==> src/rtl/arb_pkg.sv <==
// rtl/arb_pkg.sv - shared state encoding and default widths for the req/gnt agent
package arb_pkg;

  localparam logic [1:0] IDLE = 2'b00;
  localparam logic [1:0] REQ  = 2'b01;
  localparam logic [1:0] OWN  = 2'b10;
  localparam logic [1:0] REL  = 2'b11;

  localparam int LEN_W_DEF  = 8;
  localparam int WAIT_W_DEF = 8;

endpackage

==> src/rtl/arb_req_cnt.sv <==
// rtl/arb_req_cnt.sv - loadable down-counter with one-detect, used for the owned-beat count
module arb_req_cnt #(
  parameter int W = 8
) (
  input  logic         clock_i,
  input  logic         reset_i,
  input  logic         load_i,
  input  logic [W-1:0] load_val_i,
  input  logic         dec_i,
  output logic         is_one_o
);

  logic [W-1:0] count_q;
  logic [W-1:0] count_d;

  // Decrement stops at zero so a stray dec can never wrap the count.
  always_comb begin
    count_d = count_q;
    if (load_i) begin
      count_d = load_val_i;
    end else if (dec_i && (count_q != '0)) begin
      count_d = count_q - W'(1);
    end
  end

  always_ff @(posedge clock_i or posedge reset_i) begin
    if (reset_i) begin
      count_q <= '0;
    end else begin
      count_q <= count_d;
    end
  end

  assign is_one_o = (count_q == W'(1));

endmodule

==> src/rtl/arb_req_agent.sv <==
// rtl/arb_req_agent.sv - requester-side agent: start pulse to level request, owns the grant
// for exactly len cycles, then releases and waits for the grant to drop.
module arb_req_agent
  import arb_pkg::*;
#(
  parameter int LEN_W    = LEN_W_DEF,
  parameter int WAIT_W   = WAIT_W_DEF,
  parameter int MAX_WAIT = 200
) (
  input  logic             clock_i,
  input  logic             reset_i,
  input  logic             start_i,
  input  logic [LEN_W-1:0] burst_len_i,
  input  logic             abort_i,
  input  logic             gnt_i,
  output logic             req_o,
  output logic             active_o,
  output logic             busy_o,
  output logic             done_o,
  output logic             err_o
);

  logic [1:0]        state_q, state_d;
  logic [WAIT_W-1:0] wait_q, wait_d;
  logic              req_q, active_q, busy_q, done_q, err_q;
  logic              done_d, err_d;
  logic              cnt_load, cnt_dec, last_beat;
  logic [LEN_W-1:0]  eff_len;

  assign eff_len = (burst_len_i == '0) ? LEN_W'(1) : burst_len_i;

  // Beat count is loaded at start and simply held while waiting for grant.
  arb_req_cnt #(.W(LEN_W)) u_beat_cnt (
    .clock_i    (clock_i),
    .reset_i    (reset_i),
    .load_i     (cnt_load),
    .load_val_i (eff_len),
    .dec_i      (cnt_dec),
    .is_one_o   (last_beat)
  );

  always_comb begin
    state_d  = state_q;
    wait_d   = wait_q;
    cnt_load = 1'b0;
    cnt_dec  = 1'b0;
    done_d   = 1'b0;
    err_d    = 1'b0;
    case (state_q)
      IDLE: begin
        if (start_i) begin
          state_d  = REQ;
          wait_d   = '0;
          cnt_load = 1'b1;
        end
      end
      REQ: begin
        if (abort_i) begin
          state_d = REL;
          err_d   = 1'b1;
        end else if (gnt_i) begin
          state_d = OWN;
        end else if (wait_q == WAIT_W'(MAX_WAIT - 1)) begin
          state_d = REL;
          err_d   = 1'b1;
        end else begin
          wait_d = wait_q + WAIT_W'(1);
        end
      end
      OWN: begin
        // A grant dropping on the final beat still counts as a completed burst.
        if (abort_i || (!gnt_i && !last_beat)) begin
          state_d = REL;
          err_d   = 1'b1;
        end else if (last_beat) begin
          state_d = REL;
          done_d  = 1'b1;
        end else begin
          cnt_dec = 1'b1;
        end
      end
      default: begin
        if (!gnt_i) begin
          state_d = IDLE;
        end
      end
    endcase
  end

  always_ff @(posedge clock_i or posedge reset_i) begin
    if (reset_i) begin
      state_q  <= IDLE;
      wait_q   <= '0;
      req_q    <= 1'b0;
      active_q <= 1'b0;
      busy_q   <= 1'b0;
      done_q   <= 1'b0;
      err_q    <= 1'b0;
    end else begin
      state_q  <= state_d;
      wait_q   <= wait_d;
      req_q    <= (state_d == REQ) || (state_d == OWN);
      active_q <= (state_d == OWN);
      busy_q   <= (state_d != IDLE);
      done_q   <= done_d;
      err_q    <= err_d;
    end
  end

  assign req_o    = req_q;
  assign active_o = active_q;
  assign busy_o   = busy_q;
  assign done_o   = done_q;
  assign err_o    = err_q;

endmodule

==> config.mk <==
export PLATFORM = sky130hd
export DESIGN_NAME = arb_req_agent
export DESIGN_NICKNAME = d
export VERILOG_FILES = /design/src/rtl/arb_pkg.sv /design/src/rtl/arb_req_cnt.sv /design/src/rtl/arb_req_agent.sv
export SDC_FILE = /design/constraint.sdc
export NUM_CORES = 1
export LEC_CHECK = 0
export CAP_MARGIN = 10
export CORE_UTILIZATION = 49
export DETAILED_ROUTE_END_ITERATION = 6
export PLACE_DENSITY = 0.7
export RECOVER_POWER = 50
export SYNTH_ARGS = -nofsm -noshare
export SYNTH_HDL_FRONTEND = slang
export SYNTH_SLANG_ARGS = --single-unit
==> constraint.sdc <==
create_clock -name clock_i -period 1.9 [get_ports clock_i]
set_input_delay 0.38 -clock clock_i [delete_from_list [all_inputs] [get_ports clock_i]]
set_output_delay 0.38 -clock clock_i [all_outputs]
set_load 0.01 [all_outputs]
-- Yosys cells after proc, flatten, opt, wreduce, memory -nomap -nowiden
Index checks and enable logic that the tools add are counted.
- add/sub/neg operators: 2
- equal/unequal tests: 10
- multiplexer cells: 29
- reductions and logical operators: 13
- operator list (operator ; count):
    8-bit two-way mux ; 7
    8-bit one-hot mux with 2 select lines ; 1
    2-bit two-way mux ; 7
    1-bit two-way mux ; 12
    8-bit by 1-bit adder with 8-bit output (second input constant) ; 1
    8-bit by 1-bit equality test with 1-bit output (second input constant) ; 1
    8-bit equality test (second input constant) ; 1
    8-bit logical NOT ; 1
    2-bit inequality test (second input constant) ; 4
    8-bit nonzero test ; 1
    8-bit by 1-bit subtractor with 8-bit output (second input constant) ; 1
    2-bit one-hot mux with 3 select lines ; 1
    2-bit nonzero test ; 3
    5-bit AND reduction ; 1
    2-bit by 1-bit equality test with 1-bit output (second input constant) ; 2
    2-bit equality test (second input constant) ; 2
    1-bit logical AND ; 2
    1-bit logical NOT ; 2
    2-bit logical NOT ; 1
    1-bit logical OR ; 2
    1-bit one-hot mux with 2 select lines ; 1
- register bits: 23
- input port bits: 13
- output and inout port bits: 5
- logic and storage cells: 62

-- Logic depth before layout (Yosys ltp)
- depth in word-level cells: 9
- mapped depth: 9
- mapped depth without buffers: 8

-- Hierarchy
From an unflattened synthesis, not the netlist that was laid out.
- cells, all modules: 165
- area total of the unflattened synthesis: 1501.4 um^2
- modules (own cells, without submodules) (module ; instances ; cells an instance ; area an instance (um^2) ; sequential area each (um^2)):
    arb_req_agent ; 1 ; 101 ; 944.7 ; 375.4
    arb_req_cnt ; 1 ; 64 ; 556.8 ; 200.2

-- Worst setup path before layout
OpenSTA, ideal clock, no wires.
- path kind: reg-to-reg
- start point: register wait_q[3]
- end point: register req_q (netlist: req_o)
- data arrival time: 1.897 ns
- slack: -0.110 ns
- cell stages (with the launch flop): 7
- path buffers: 0
- cell sequence: dfrtp_1 or4b_4 or4_4 nand3_2 o21ai_1 ha_1 inv_1
- longest elaborated chain between the ends: 7
- elaborated cells between the ends (all ways): 8
- RTL lines (what ; line ; text):
    start: declaration ; arb_req_agent.sv:24 ; logic [WAIT_W-1:0] wait_q, wait_d;
    start signal: assignment ; arb_req_agent.sv:101 ; wait_q <= wait_d;
    8-bit equality test (*) ; arb_req_agent.sv:63 ; end else if (wait_q == WAIT_W'(MAX_WAIT - 1)) begin
    2-bit two-way mux (*) ; arb_req_agent.sv:63 ;
    2-bit two-way mux (*) ; arb_req_agent.sv:61 ; end else if (gnt_i) begin
    2-bit two-way mux (*) ; arb_req_agent.sv:58 ; if (abort_i) begin
    2-bit one-hot mux with 3 select lines (*) ; arb_req_agent.sv:49 ; case (state_q)
    2-bit by 1-bit equality test with 1-bit output / 2-bit equality test (equally long branches) ; arb_req_agent.sv:102 ; req_q <= (state_d == REQ) || (state_d == OWN);
    1-bit logical OR (*) ; arb_req_agent.sv:102 ;
    end signal: assignment ; arb_req_agent.sv:102 ;
    end: declaration ; arb_req_agent.sv:25 ; logic req_q, active_q, busy_q, done_q, err_q;
Every way passes the cells marked *; elsewhere a longest branch is shown, timed or not.
A chain may end at the register's enable or synchronous reset.

-- Final worst setup path
- start point: register wait_q[5]
- end point: register req_q (netlist: req_o)
The elaborated chain is that of the path after synthesis.

==> results.toml <==
[cells_and_area]
stdcell_count = 239
layout-drive-gt1-share_pct = 30.77
multi_input_area_um2 = 922.1
fillCellCount = 222
final_util_pct = 72.52
seqCellArea_um2 = 576.8
n_antenna_cell = 0
final_cell_area_um2 = 2034
area_growth_pct = 37.45
final_nets = 231

[power]
power_density_nw_per_um2 = 1276
switching_share_pct = 40.50
combinationalPowerShare_pct = 60.4
p_seq_share_pct = 30.9
p_int_uw = 1544
max-vdd-ir-drop_mv = 0.7791
power_frac_clock_pct = 8.7
p_switching_uw = 1051
leakagePower_uw = 0.0008683

[clock_network]
clkTransAtPathRegs_ns = 0.13
ctsHoldBuffers = 0
cts_buffers = 3
root_buffer = "clkbuf_4"
clockBufferDepth = 2
cts_tree = "yes"
cts.sinks = 23
h-tree-depth = 1
clk_latency_ns = 0.31

[yosys]
synth_nets = 177
synth_seq_cells = 23
synth.area.top_cells = "dfrtp_1 (39%), ha_1 (7.6%), nand2_1 (4.1%)"
synth_ff_type = "dfrtp_1"
synth-seq-area-share_pct = 38.88
ys_warn_count = 0
synth_area_leader_cell = "dfrtp_1"
synthArstFlopShare_pct = 100.0
synth_largest_type_area_fraction_pct = 38.88
synth_area_per_cell_um2 = 9.549
netlist_area_um2 = 1480
synth-edff-count = 0
yosys.cell_types.count = 52
synth_cells = 155

[critical_path]
crit_chain = "or4b_4 -> or4_4 -> nand3_2 -> o21ai_2 -> ha_1 -> inv_1"
timing.critical_path.buf_inv = 1
cp_top_family = "simple AND/OR/NAND/NOR gates"
r2r_slack_ns = -0.12
critPathSlowestCell = "or4b_4"
critical_path_class = "reg2reg"
max_stage_delay_ns = 0.55
rr_startpoint = "wait_q[5]"
reg2reg_to = "req_o"
critPathLaunchType = "register"
crit_fanout = 2
cp.arrival_ns = 2.24
cp-end-kind = "register"
r2r_cells = 6
worstPathRequired_ns = 2.12

[run_status]
status = "finished, violations left"
violations = "DRC, setup timing"

[floorplanning]
num_rows = 19
io_pins = 18
start_util_pct = 52.77
die_x_um = 56.96
die_y_um = 56.96
die_area_um2 = 3244
fp.coreArea_um2 = 2805

[grt]
grt_max_degree = 24
grtUsageTotal_pct = 24.95
gr-total-overflow = 0
antenna_found_initial = 0
grt_pass1_wl_um = 6341
grt_pass1_vias = 1457

[timing]
max-slew-margin-rel_pct = 16.31
slew_violations = 0
fin_ws_ns = -0.1214
fin_crit_ns = 2.021
hold_viol = 0
skew_ns = 0.004561
rsz0062_at_grt = "yes"
worst_pin_slew_ns = 1.255
setup_viol = 2
finalCritPeriodShare_pct = 106.4
max_clock_freq_ghz = 0.4947

[detailed_routing]
drtIter0Drc = 85
drt_pass1_iterations = 6
vias_per_cell = 5.778
wl_per_cell_um = 15.08
wirelength_um = 3604
ant_nets = 0
vias = 1381
drc = 4

[placement]
portBuffers = 17
dpl.cell_count = 231
detailed_place.area_um2 = 1911
hpwl_um = 2684
place.gp.congestion = 0.8611

[min_path]
hold_depth = 2
hold_end = "wait_q[1]"
hp-start = "wait_q[1]"
worstHoldPathType = "reg2reg"

[flow_run]
max_cap_violations = 0
## synth_stat cells (all sizes together), types with 2 or more instances
cell type / number
nand3: 6
xnor2: 3
dfrtp: 23
or4b: 2
o31ai: 2
and2: 3
a211oi: 2
nor3: 4
inv: 10
clkbuf: 3
mux2: 3
or4: 4
nor4: 3
nand2b: 3
ha: 9
o31a: 2
nand4: 2
or3: 2
o21ai: 9
a21oi: 8
o311ai: 2
nor2: 6
mux2i: 5
a31oi: 3
and3: 2
or2: 3
nand2: 16
## logic make-up after synthesis
kind of cell             count (synthesis)  synth area share [%]
buffers and inverters                   13                 3.297
AND/OR/NAND/NOR                         61                 24.43
adder cells (fa/ha/maj)                  9                 7.608
multiplexers                             8                 5.917
XOR/XNOR                                 3                 1.775
flip-flops                              23                 38.88
AO/OA/AOI/OAI                           38                 18.09
## sequential cells by signal (all words and copies together), names as in the netlist
| register | cells |
|---|---|
| req_o | 1 |
| done_o | 1 |
| active_o | 1 |
| u_beat_cnt.count_q | 8 |
| wait_q | 8 |
| state_q | 2 |
| busy_o | 1 |
| err_o | 1 |
## metrics by stage
step	total power, uW	TNS, ns	hold WS [ns]	setup slack (ns)
floorplan	1592	-0.08811	0.3819	-0.08811
detailed placement	2193	-0.7606	0.5390	-0.1550
finish	2595	-0.1325	0.5534	-0.1214
global placement	2113	-0.4353	0.5205	-0.1124
global route	2803	-0.4218	0.5787	-0.1883
CTS	2479	-0.1407	0.4000	-0.1238
## layout by cell type (no fill, tap or decap), drive strengths merged, types with 6 or more instances in the layout
cell type       n
a21oi           8
buf            34
clkdlybuf4s50  16
dfrtp          23
ha              9
inv            10
nand2          16
nand3           6
nor2            6
o21ai           9
## worst max-delay path by stage
stage,from,end,slack [ns],depth (start not counted)
final,wait_q[5],req_o,-0.12,6
after global routing,wait_q[5],req_o,-0.19,6
after CTS,wait_q[5],req_o,-0.12,6
after detailed placement,gnt_i,req_o,-0.15,6
after global placement,gnt_i,req_o,-0.11,6
after floorplan,wait_q[3],req_o,-0.09,6
## layout make-up
| class | count | share of cell area, % |
|---|---|---|
| Timing Repair Buffer | 52 | 21.28 |
| Inverter | 10 | 1.845 |
| Sequential cell | 23 | 28.35 |
| Multi-Input combinational cell | 119 | 45.33 |
| Tap cell | 31 | 1.907 |
| Clock buffer | 4 | 1.292 |
## power groups by stage
stage	clock network (uW)	logic [uW]	registers [uW]
3_3_place_gp	0	1330	784
3_5_place_dp	0	1390	801
6_report	227	1570	802
5_1_grt	261	1720	820
2_1_floorplan	0	801	790
4_1_cts	240	1450	786
## worst min-delay path, cell delays in order, from the launching register on
cell	delay [ns]
dfrtp_1	0.41
inv_1	0.06
mux2i_1	0.06
## routing by layer
metal	up-vias	routed length (um)	GRT usage (%)	part of all wire (%)
met1	683	1588	30.97	44
li1	680	-	-	-
met5	-	0	0	0
met2	16	1919	45.71	53
met4	0	16	8.362	0.44
met3	2	80	2.041	2.2
## repair_timing
action | 4_1_cts | 5_1_grt
setup endpoints to repair | 4 | 19
pin swaps | 2 | 8
buffers inserted | 2 | 2
resized for setup | 2 | 14
gates cloned | 0 | 0
Note: power is estimated with default switching activity, not from simulation.
